$ cat config.mk
export PLATFORM = sky130hd
export DESIGN_NAME = memory_sum_controller
export DESIGN_NICKNAME = d
export VERILOG_FILES = /design/src/rtl/memory_sum_controller.sv
export SDC_FILE = /design/constraint.sdc
export NUM_CORES = 1
export LEC_CHECK = 0
export ABC_AREA = 0
export CAP_MARGIN = 20
export CORE_MARGIN = 2
export CORE_UTILIZATION = 39
export CTS_CLUSTER_DIAMETER = 100
export CTS_CLUSTER_SIZE = 12
export DETAILED_ROUTE_END_ITERATION = 10
export GPL_ROUTABILITY_DRIVEN = 0
export HOLD_SLACK_MARGIN = 0.05
export PLACE_DENSITY = 0.71
export SLEW_MARGIN = 10
export SYNTH_ARGS = -nofsm -noshare
export SYNTH_HDL_FRONTEND = slang
export SYNTH_SLANG_ARGS = --single-unit
$ cat constraint.sdc
create_clock -name clk -period 3.27 [get_ports clk]
set_input_delay 0.654 -clock clk [delete_from_list [all_inputs] [get_ports clk]]
set_output_delay 0.654 -clock clk [all_outputs]
set_load 0.01 [all_outputs]
$ cat src/rtl/memory_sum_controller.sv
// Sequentially reads N_READ words from a registered-I/O single-port RAM, sums them
// (wrapping), writes the sum to address N_READ and pulses ready once.
`timescale 1ns/1ps
module memory_sum_controller #(
    parameter int DATA_W = 16,
    parameter int ADDR_W = 5,
    parameter int N_READ = 31
) (
    input  logic              clk,
    input  logic              reset,
    output logic [ADDR_W-1:0] address,
    output logic              rden,
    output logic              wren,
    output logic              ready,
    input  logic [DATA_W-1:0] datain,
    output logic [DATA_W-1:0] dataout
);

    localparam logic [ADDR_W-1:0] LAST_IDX = ADDR_W'(N_READ - 1);
    localparam logic [ADDR_W-1:0] WR_ADDR  = ADDR_W'(N_READ);

    typedef enum logic [3:0] {
        RD_ADDR,
        RD_W1,
        RD_W2,
        RD_W3,
        RD_LOAD,
        WR_SETUP,
        WR,
        WR_HOLD,
        DONE,
        HALT
    } state_t;

    state_t              r_state;
    logic [ADDR_W-1:0]   r_index;
    logic [DATA_W-1:0]   r_acc;
    logic [ADDR_W-1:0]   r_address;
    logic                r_rden;
    logic                r_wren;
    logic                r_ready;
    logic [DATA_W-1:0]   r_dataout;

    always_ff @(posedge clk) begin
        if (reset) begin
            r_state   <= RD_ADDR;
            r_index   <= '0;
            r_acc     <= '0;
            r_address <= '0;
            r_rden    <= 1'b0;
            r_wren    <= 1'b0;
            r_ready   <= 1'b0;
            r_dataout <= '0;
        end else begin
            case (r_state)
                RD_ADDR: begin
                    r_address <= r_index;
                    r_rden    <= 1'b1;
                    r_state   <= RD_W1;
                end
                // Three wait states cover the RAM's two-cycle read latency with a cycle of margin.
                RD_W1: r_state <= RD_W2;
                RD_W2: r_state <= RD_W3;
                RD_W3: r_state <= RD_LOAD;
                RD_LOAD: begin
                    r_acc  <= r_acc + datain;
                    r_rden <= 1'b0;
                    if (r_index == LAST_IDX) begin
                        r_state <= WR_SETUP;
                    end else begin
                        r_index <= r_index + 1'b1;
                        r_state <= RD_ADDR;
                    end
                end
                WR_SETUP: begin
                    r_address <= WR_ADDR;
                    r_dataout <= r_acc;
                    r_wren    <= 1'b0;
                    r_state   <= WR;
                end
                WR: begin
                    r_wren  <= 1'b1;
                    r_state <= WR_HOLD;
                end
                WR_HOLD: begin
                    r_wren  <= 1'b0;
                    r_state <= DONE;
                end
                DONE: begin
                    r_ready <= 1'b1;
                    r_state <= HALT;
                end
                HALT: begin
                    r_ready <= 1'b0;
                end
                default: r_state <= RD_ADDR;
            endcase
        end
    end

    assign address = r_address;
    assign rden    = r_rden;
    assign wren    = r_wren;
    assign ready   = r_ready;
    assign dataout = r_dataout;

endmodule

==> flow_metrics.tcl, run 1 <==
set metrics [dict create \
    place_hpwl_um 4200 \
    routed_wl_um 5940 \
    root_buffer "clkbuf_8" \
    tritoncts "done" \
    tightest_slew_ns 0.7709 \
    ys_seq_area_frac 0.3746 \
    num_rows 29 \
    drt-wirelength-per-cell_um 13.75 \
    slew_headroom 0.4845 \
    grt_start_max_net_pins 52 \
    cts_hold_buf 0 \
    peakVddDrop_uv 178.7 \
    slowest_delay_ns 0.42 \
    drtIter0Drc 136 \
    critPathSlowestCell "fa_1" \
    synthToLayoutAreaGrowth_pct 21.55 \
    htreeDepth 2 \
    cp.required_ns 3.47 \
    grt_pass1_wl_um 10140 \
    crit_path_cell_trace "clkdlybuf4s50_1 > ha_1 > fa_1 > a21oi_1 > o211ai_2 > a21boi_2 > o221ai_2 > a21o_2 > a211o_1" \
    whs_ns 0.4587 \
    reg2reg_depth 8 \
    rsz0062_at_grt "false" \
    worstSkewPairLatency_ns 0.31 \
    hold_violations 0 \
    io_buffers 41 \
    syn_area_per_cell_sq_um 8.235 \
    grt_use_total 0.1688 \
    period_minus_slack_ns 2.787 \
    drc 0 \
    powerDensity_nw_per_um2 370.3 \
    post_cts_buffers 0 \
    crit_path_start "datain[0]" \
    crit_fanout 3 \
    p_leak_nw 1.214 \
    drt-vias-per-instance 5.442 \
    utilization 0.4956 \
    r2r_end "r_acc[12]$_SDFFE_PP0P_" \
    syn_nets 354 \
    ys.flop_type "dfxtp_1" \
    design.die.area_sq_um 7387 \
    r2r_setup_slack_ns 0.92 \
    cap_violations 0 \
    drive_gt1_frac 0.07324 \
    synth-seq-cells 49 \
    hold_path_class "flip-flop to flip-flop" \
    nNetsFinal 390 \
    fin_skew_ns 0.005555 \
    syn-cell-area_sq_um 2619 \
    dp.cells 424 \
    setup_tns_ns 0 \
    synthArstFlopShare 0 \
    routed-via-count 2351 \
    initial_utilization 0.4078 \
    r2r_start "r_acc[0]$_SDFFE_PP0P_" \
    synth_enable_flop_cells 0 \
    core_area_sq_um 6422 \
    ant_nets 0 \
    max_freq_ghz 0.3588 \
    cts_made_buffers 5 \
    arrival_ns 2.99 \
    grt_pass1_vias 2150 \
    clockBufferDepth 2 \
    hold_end "dataout[6]$_SDFFE_PP0P_" \
    status "finished clean" \
    diodes 0 \
    ios 42 \
    clock-sinks 49 \
    die_h_um 85.95 \
    clk_pin_slew_worst_paths_ns 0.10 \
    ys_warn_count 0 \
    fin_cells 432 \
    end_kind "flip-flop" \
    slew_viol_final 0 \
    antenna_found_initial 0 \
    crit_path_start_kind "primary input" \
    fin_crit_sh 0.8523 \
    yosysUniqueCellTypes 53 \
    grt-ovfl-total 0 \
    syn_inst 318 \
    drt-pass1-iter-count 4 \
    worstSetupPathType "primary input to flip-flop" \
    die_w_um 85.95 \
    hold_start "dataout[6]$_SDFFE_PP0P_" \
    setup_viol 0 \
    hold_depth 2 \
    postCtsResizedCells 0 \
]
[area by class of cell]
class	instances	area (sq um)
sequential	49	980.9
clock buffer	5	68.82
clock inverter	3	21.27
inverter	7	26.28
tap	77	96.34
fill	613	3239
multi-input combinational	246	1549
timing repair buffer	45	440.4
[registers in the layout, summed over array words and instances, names as in the netlist]
name     count
r_acc       16
address      5
dataout     16
ready        1
r_state      4
r_index      5
rden         1
wren         1
[cells in the final DEF, fill, tap and decap left out, types with 2 or more instances in the layout]
master	netlist	layout
a21oi_1	37	37
nand3_1	9	9
nor4_1	4	4
nand4_1	4	4
inv_1	7	7
a21oi_2	2	2
a21o_1	2	2
nor3_1	19	19
dfxtp_1	49	49
nand3b_1	2	2
clkbuf_8	0	5
a311o_1	2	2
and3_1	5	5
o21ai_0	7	7
ha_1	17	17
o21a_1	3	3
nor2_1	28	28
xor2_1	6	6
a311oi_1	2	2
a211o_1	4	4
xnor2_1	7	7
a2111oi_2	2	2
nand2_1	53	53
buf_4	0	4
clkdlybuf4s50_1	0	41
a211oi_1	3	3
[Yosys cell counts (6+ instances only)]
cell	number	share of area
o21ai_0	7	0.013
nand3_1	9	0.017
nor2_1	28	0.040
clkbuf_1	7	0.010
inv_1	7	0.010
xnor2_1	7	0.023
xor2_1	6	0.020
a21oi_1	37	0.071
ha_1	17	0.081
dfxtp_1	49	0.37
buf_2	6	0.011
nor3_1	19	0.036
nand2_1	53	0.076
[per-layer routing]
layer / global-route usage / vias up / share of wire
met5: 0 / - / 0
met4: 0.06205 / 0 / 0.014
met3: 0.02310 / 7 / 0.030
met2: 0.2579 / 46 / 0.44
met1: 0.2416 / 1091 / 0.52
li1: - / 1207 / -
[report_power, final]
group | switching [W] | internal [W]
Sequential | 0.0000181 | 0.000615
Combinational | 0.0000949 | 0.0000835
Clock | 0.000215 | 0.000152
[worst max-delay path by stage]
stage,end,slack [ns]
after floorplan,r_acc[12]$_SDFFE_PP0P_,0.80
after global placement,r_acc[12]$_SDFFE_PP0P_,0.25
after detailed placement,r_acc[12]$_SDFFE_PP0P_,0.21
after CTS,r_acc[12]$_SDFFE_PP0P_,0.51
after global routing,r_acc[12]$_SDFFE_PP0P_,0.42
final,r_acc[12]$_SDFFE_PP0P_,0.48
[worst max-delay path, delay by kind of cell]
| kind | cells | cell delay (ns) |
|---|---|---|
| AO/OA/AOI/OAI | 6 | 1.29 |
| adder cells (fa/ha/maj) | 2 | 0.64 |
| buffers and inverters | 1 | 0.40 |
[logic make-up (layout without fill, tap and decap cells)]
family,count (synthesis),after routing,synth area share
adders and majority gates,18,18,0.08887
DFF,49,49,0.3746
and+or+nand+nor,135,135,0.2394
muxes,1,1,0.003822
AOI/OAI and AO/OA,79,79,0.2140
buffers and inverters,23,60,0.03584
xor gates and xnor gates,13,13,0.04348
[metrics by stage]
stage / worst slack (ns) / instance area [sq um] / total power [W]
6_report: 0.4830 / 3183 / 0.001179
4_1_cts: 0.5116 / 3183 / 0.001192
3_5_place_dp: 0.2092 / 3093 / 0.0008251
2_1_floorplan: 0.8046 / 2619 / 0.0007583
3_3_place_gp: 0.2536 / 3093 / 0.0008232
5_1_grt: 0.4183 / 3183 / 0.001234
(Power assumes the default switching activity.)
==> run 2, diff against run 1 <==
Settings changed: CTS_CLUSTER_DIAMETER 100 to default.
Clock period 3.27 ns to 3.33 ns, I/O delays scaled along.
==> run 2 against run 1 <==
  * Critical path depth unchanged
  * Critical endpoint unchanged
  * Register-to-register slack improved by 0.06 ns
  * Largest cell class unchanged
  * Design area grew 0.67%
  * Wire length decreased by 1.2%
  * Worst hold slack barely moved
  * First-iteration DRC count down 52%
  * Clock skew hardly changed
  * Sequential share of layout area down 0.20 points
  * Non-clock buffer count unchanged
==> flow_metrics.tcl, run 2 (same netlist as run 1, synthesis figures left out) <==
set metrics [dict create \
    drc 0 \
    post_cts_buffers 0 \
    ant_nets 0 \
    setup_viol 0 \
    peakVddDrop_uv 242.4 \
    die_h_um 85.95 \
    grt_pass1_vias 2157 \
    cap_violations 0 \
    grt-ovfl-total 0 \
    grt_start_max_net_pins 52 \
    io_buffers 41 \
    cts_made_buffers 5 \
    met1Wirelength_um 3006 \
    cp.required_ns 3.59 \
    routed_wl_um 5870 \
    clock-sinks 49 \
    die_w_um 85.95 \
    wl_met3_um 236 \
    grt_pass1_wl_um 10050 \
    hold_path_class "flip-flop to flip-flop" \
    fin_crit_sh 0.8352 \
    routed-via-count 2318 \
    slowest_delay_ns 0.41 \
    status "finished clean" \
    fillCellCount 608 \
    diodes 0 \
    final_common_cell "nand2_1" \
    crit_path_cell_trace "clkdlybuf4s50_1 > ha_1 > fa_1 > a21oi_1 > o211ai_2 > a21boi_2 > o221ai_2 > a2111oi_2 > a211o_1" \
    crit_path_start_kind "primary input" \
    whs_ns 0.4583 \
    tritoncts "done" \
    worstSetupPathType "primary input to flip-flop" \
    fin_skew_ns 0.005943 \
    critPathSlowestCell "fa_1" \
    slew_viol_final 0 \
    slew_headroom 0.4761 \
    dr_wl_met2_um 2555 \
    p_leak_nw 1.225 \
    powerDensity_nw_per_um2 383.8 \
    place_hpwl_um 4187 \
    initial_utilization 0.4078 \
    antenna_found_initial 0 \
    htreeDepth 2 \
    register_area_sq_um 980.9 \
    core_area_sq_um 6422 \
    most-common-layout-cells "nand2_1 (53), dfxtp_1 (49), clkdlybuf4s50_1 (41)" \
    num_rows 29 \
    drt-wirelength-per-cell_um 13.59 \
    drt-vias-per-instance 5.366 \
    setup_tns_ns 0 \
    worstSkewPairLatency_ns 0.31 \
    highest_layer "met4" \
    nNetsFinal 390 \
    cts_hold_buf 0 \
    period_minus_slack_ns 2.781 \
    drtIter0Drc 65 \
    grt_use_total 0.1668 \
    max_freq_ghz 0.3595 \
    synthToLayoutAreaGrowth_pct 22.36 \
    drt-pass1-iter-count 4 \
    end_kind "flip-flop" \
    hold_violations 0 \
    clk_pin_slew_worst_paths_ns 0.09 \
    tightest_slew_ns 0.7835 \
    root_buffer "clkbuf_8" \
    postCtsResizedCells 0 \
    clockBufferDepth 2 \
    design.die.area_sq_um 7387 \
    rsz0062_at_grt "false" \
    ios 42 \
    crit_fanout 3 \
    arrival_ns 3.04 \
    drive_gt1_frac 0.07042 \
    multi_input_area_sq_um 1549 \
]
[run 2: metal layers]
metal,track usage,vias to the layer above
li1,-,1213
met1,0.2347,1056
met2,0.2600,43
met3,0.03080,6
met4,0.04906,0
met5,0,-
[run 2: area by class of cell]
class | count | share of cell area
timing repair buffer | 45 | 0.1374
multi-input combinational | 246 | 0.4834
clock inverter | 2 | 0.01210
clock buffer | 6 | 0.02265
tap | 77 | 0.03007
sequential | 49 | 0.3061
inverter | 7 | 0.008200
[run 2: path summary, 6_finish.rpt]
check / slack [ns] / endpoint / start / cells past startpoint
max: 0.55 / r_acc[12]$_SDFFE_PP0P_ / datain[0] / 9
min: 0.46 / dataout[8]$_SDFFE_PP0P_ / dataout[8]$_SDFFE_PP0P_ / 2
max reg2reg: 0.98 / r_acc[12]$_SDFFE_PP0P_ / r_acc[0]$_SDFFE_PP0P_ / 8
min reg2reg: 0.46 / dataout[8]$_SDFFE_PP0P_ / dataout[8]$_SDFFE_PP0P_ / 2
[run 2: power breakdown]
part,internal (W),leakage [nW],total (W),switching (W)
registers,0.000604,0.397,0.000622,0.0000178
clock network,0.000226,0.0554,0.000433,0.000208
logic,0.0000820,0.773,0.000175,0.0000928
[run 2: stage by stage]
step	utilization	instances	worst slack, ns	total power [W]	instance area (sq um)
2_1_floorplan	-	318	0.8526	0.0007446	2619
3_3_place_gp	0.4816	424	0.2998	0.0008084	3093
3_5_place_dp	0.4816	424	0.2489	0.0008100	3093
4_1_cts	0.4989	432	0.5546	0.001241	3204
5_1_grt	0.4989	432	0.4367	0.001290	3204
6_report	0.4989	432	0.5487	0.001230	3204
[run 2: critical path, delay by kind of cell]
family          cells  cell delay, ns
compound gates      6            1.34
fa+ha+maj           2            0.63
buf+inv             1            0.40
==> RTL change 1 (config.mk and constraints of run 1) <==
The parameter `DATA_W` goes from 16 to 12.
--- a/src/rtl/memory_sum_controller.sv
+++ b/src/rtl/memory_sum_controller.sv
@@ -2,7 +2,7 @@
 // (wrapping), writes the sum to address N_READ and pulses ready once.
 `timescale 1ns/1ps
 module memory_sum_controller #(
-    parameter int DATA_W = 16,
+    parameter int DATA_W = 12,
     parameter int ADDR_W = 5,
     parameter int N_READ = 31
 ) (
Interface: changed (resized datain and dataout); port bits go from 42 to 34. No check against the original RTL was run, so the function may have changed too.
==> RTL change 1 against run 1 <==
  * Count of clock-buffer cells in the layout is the same
  * Final area shrank 20%
  * Cell count shrank 22%
  * Total power shrank 3.5%
  * Sequential cell count shrank 8
  * Worst setup slack lost 14 ps
  * Critical endpoint is now r_acc[8]
  * Routed wire length shrank 29%
  * Global-route usage shrank 0.85 points
  * Synthesized area shrank 23%
==> RTL change 1: results (changes against run 1) <==
| Metric | Value |
|---|---|
| Global-route wire length before repair | 7.04 mm (was 10.1 mm) |
| Sequential share of the synthesized area | 40.7% (was 37.5%) |
| Clock-pin slew on the worst setup and hold paths | 80 ps (was 100 ps) |
| Setup Skew | 1.83 ps (was 5.56 ps) |
| Worst Path Arrival | 3000 ps (was 2990 ps) |
| Post-cts resize count | 0 (unchanged) |
| Placed wire-length estimate | 3.01 mm (was 4.20 mm) |
| # nets final | 292 (was 390) |
| Post-synth ARST share | 0% (unchanged) |
| Synth top area share | 40.7% (was 37.5%) |
| Largest net degree at the start of global routing | 19 (was 52) |
| Synth cell types | 42 (was 53) |
| Headroom to the max-slew limit | 43.4% (was 48.4%) |
| Port Buf Inserts | 33 (was 41) |
| Synth top cells by count | 44 x nand2_1, 41 x dfxtp_1, 34 x a21oi_1, 19 x nor2_1, 13 x ha_1 (was 53 x nand2_1, 49 x dfxtp_1, 37 x a21oi_1, 28 x nor2_1, 19 x nor3_1) |
| Clock tree root driver cell | clkbuf_8 (unchanged) |
| Status | completed (unchanged) |
| Slowest CP cell | clkdlybuf4s50_1 (was fa_1) |
| R2R Setup Slk | 920 ps (about the same) |
| Clk_lat worst skew | about 300 ps |
| Crit path from | datain[0] (unchanged) |
| Drt wl/cell | 12.6 µm (was 13.8 µm) |
| CP max stage delay | a little over 400 ps |
| Initial antenna violation count | 0 (unchanged) |
| Cells on worst reg2reg path | 8 (unchanged) |
| Hold Crit Class | flip-flop to flip-flop (unchanged) |
| Post-Synthesis Net Count | 262 (was 354) |
| Max clock buf depth | 2 (unchanged) |
| Synth warnings | 0 (unchanged) |
| Worst slack, placed | 206 ps (was 209 ps) |
| Layout fillers | 478 (was 613) |
| Top cells by area, synth | dfxtp_1 41%, a21oi_1 8.4%, nand2_1 8.2% (was dfxtp_1 37%, ha_1 8.1%, nand2_1 7.6%) |
| Post-synth top flop | dfxtp_1 (unchanged) |
| TritonCTS buffer count | 5 (unchanged) |
| PwrDens | 449 nW/µm² (was 370 nW/µm²) |
| DP Area | 2390 µm² (was 3090 µm²) |
| Total track usage | 16.0% (was 16.9%) |
| Critical Path End | r_acc[8] (was r_acc[12]) |
| Leakage | 0.981 nW (was 1.21 nW) |
| DRT iter0 DRCs | 71 (was 136) |
| CTS H-tree lvls | 2 (unchanged) |
| CP max FO | 3 (unchanged) |
| Vias in the first global route | 1,568 (was 2,150) |
| FF-to-FF Start | r_acc[0] (unchanged) |
| DR pass1 iterations | 4 (unchanged) |
| VDD IR-drop max | 0.218 mV (was 0.179 mV) |
| Total number of vias | 1,672 (was 2,351) |
| Fraction of layout cells with a size suffix above 1 | 7.17% (was 7.32%) |
| Postcts setup bufs | 0 (unchanged) |
| # diodes | 0 (unchanged) |
| Fmax | 357 MHz (was 359 MHz) |
RTL change 1: cell type report:
type,instances,share of cell area (%)
tap,70,3.46
clock buffer,5,2.72
sequential,41,32.4
timing repair buffer,35,13.6
clock inverter,3,2.72
multi-input combinational,178,44.6
inverter,3,0.445
RTL change 1: kinds of logic (layout without fill, tap and decap cells):
| group | count (synthesis) | in the layout | synth area share, % |
|---|---|---|---|
| and+or+nand+nor | 85 | 85 | 19.3 |
| AOI/OAI and AO/OA | 63 | 63 | 20.3 |
| DFF | 41 | 41 | 40.7 |
| buffers and inverters | 15 | 46 | 3.29 |
| adders and majority gates | 14 | 14 | 9.06 |
| xor gates and xnor gates | 11 | 11 | 4.78 |
| muxes | 5 | 5 | 2.55 |
RTL change 1: per-stage QoR:
| stage | std cells | hold slack, ps |
|---|---|---|
| floorplan | 234 | 441 |
| global placement | 327 | 442 |
| detailed placement | 327 | 446 |
| CTS | 335 | 457 |
| global route | 335 | 480 |
| finish | 335 | 456 |
RTL change 1: worst min path at each step:
stage               cells past startpoint          end       start
finish                                  2   dataout[2]  dataout[2]
global route                            2   dataout[1]  dataout[1]
CTS                                     2   dataout[2]  dataout[2]
detailed placement                      2   dataout[2]  dataout[2]
global placement                        2   dataout[1]  dataout[1]
floorplan                               2  dataout[11]   r_acc[11]
RTL change 1: power breakdown:
part | total [mW] | internal (mW) | switching (mW) | leakage, nW
Combinational | 0.115 | 0.0579 | 0.0569 | 0.581
Sequential | 0.526 | 0.510 | 0.0158 | 0.332
Clock | 0.496 | 0.307 | 0.189 | 0.0687
RTL change 1: metal layers:
| layer | share of wire [%] | vias to the layer above | GRT usage [%] |
|---|---|---|---|
| met5 | 0 | - | 0 |
| met4 | 1.4 | 0 | 4.48 |
| met3 | 5.2 | 8 | 5.03 |
| met2 | 46 | 41 | 26.1 |
| met1 | 47 | 747 | 20.4 |
| li1 | - | 876 | - |
RTL change 1: worst max-delay path: cells and delay by family:
kind                       cells  cell delay [ps]
xor gates and xnor gates       1              160
adders and majority gates      2              640
AOI/OAI and AO/OA              5             1140
buffers and inverters          1              410
==> RTL change 2 (settings of run 1) <==
Made on the original files. Make the reset (`reset`) asynchronous in one clocked block.
--- a/src/rtl/memory_sum_controller.sv
+++ b/src/rtl/memory_sum_controller.sv
@@ -41,7 +41,7 @@
     logic                r_ready;
     logic [DATA_W-1:0]   r_dataout;
 
-    always_ff @(posedge clk) begin
+    always_ff @(posedge clk or posedge reset) begin
         if (reset) begin
             r_state   <= RD_ADDR;
             r_index   <= '0;
Formal check against the unedited RTL: differs if reset is asserted again (counterexample within 4 cycles, from zero or initial values and one cycle with reset high); with reset held inactive, the same outputs for 10 cycles.
==> RTL change 2 against run 1 <==
  * Clock skew rose by 5.6 ps
  * Synthesized area is 1.4% lower
  * Routed wire length decreased by 6.5%
  * Global-route usage shrank 0.34 points
  * Worst setup slack gained 130 ps
  * Sequential cell count unchanged
  * Final area is 0.24% lower
  * Maximum frequency rose by 4.7%
  * Critical path type unchanged
  * Critical endpoint is now r_acc[15]
Power is not compared: it rests on default switching activity, and its combinational part moved more than twofold at a synthesized area within 25%.
==> RTL change 2: results (changes against run 1) <==
| Metric | Value |
|---|---|
| Layout fillers | 594 (was 613) |
| # nets final | 369 (was 390) |
| Post-Synth Adder-Cell Area | 9.02% (was 8.89%) |
| DRT iter0 DRCs | 109 (was 136) |
| Synth top cells by count | 92 x nand2_1, 49 x dfrtp_1, 22 x o21ai_0, 17 x a21oi_1, 17 x ha_1 (was 53 x nand2_1, 49 x dfxtp_1, 37 x a21oi_1, 28 x nor2_1, 19 x nor3_1) |
| Slowest CP cell | or4_1 (was fa_1) |
| Post-synth top flop | dfrtp_1 (was dfxtp_1) |
| FF-to-FF Start | r_acc[2] (was r_acc[0]) |
| Vias in the first global route | 2,102 (was 2,150) |
| Sequential share of the synthesized area | 47.5% (was 37.5%) |
| Post-synthesis cell count | 290 (was 318) |
| Vias per Instance | 5.16 (was 5.44) |
| Final WL | 5.55 mm (was 5.94 mm) |
| Placed wire-length estimate | 4.12 mm (was 4.20 mm) |
| Worst slack, placed | 330 ps (was 209 ps) |
| Post-synth ARST share | 100% (was 0%) |
| Critical Path End | r_acc[15] (was r_acc[12]) |
| CP max stage delay | 500 ps (was 420 ps) |
| Worst Path Arrival | 2890 ps (was 2990 ps) |
| Largest net degree at the start of global routing | 32 (was 52) |
| Synth Area in XOR/XNOR | 6.45% (was 4.35%) |
| Register area | 1230 µm² (was 981 µm²) |
| Hold endpoint | dataout[13] (was dataout[6]) |
| Status | completed (unchanged) |
| Top cells by area, synth | dfrtp_1 48%, nand2_1 13%, ha_1 8.2% (was dfxtp_1 37%, ha_1 8.1%, nand2_1 7.6%) |
| Worst-Margin Slew | 773 ps (was 771 ps) |
==> RTL change 2: cell count changes in the layout (fill, tap and decap cells not counted), moves of 5 or more <==
cell	delta
a21oi_1	-20
and3_1	-5
dfrtp_1	+49
dfxtp_1	-49
nand2_1	+39
nor2_1	-13
nor3_1	-14
o21ai_0	+15
xnor2_1	+7
==> RTL change 2: routing by layer <==
| metal | part of all wire [%] | GRT usage, % | vias up |
|---|---|---|---|
| met5 | 0 | 0 | - |
| met1 | 49 | 23.0 | 993 |
| li1 | - | - | 1073 |
| met3 | 4.1 | 2.72 | 6 |
| met2 | 46 | 26.8 | 50 |
| met4 | 1.1 | 4.47 | 0 |
==> RTL change 2: layout make-up <==
class	count	share of cell area (%)
Clock inverter	3	0.709
Inverter	4	0.473
Timing Repair Buffer	45	13.9
Sequential cell	49	38.6
Multi-Input combinational cell	228	41.1
Clock buffer	5	2.17
Tap cell	77	3.03
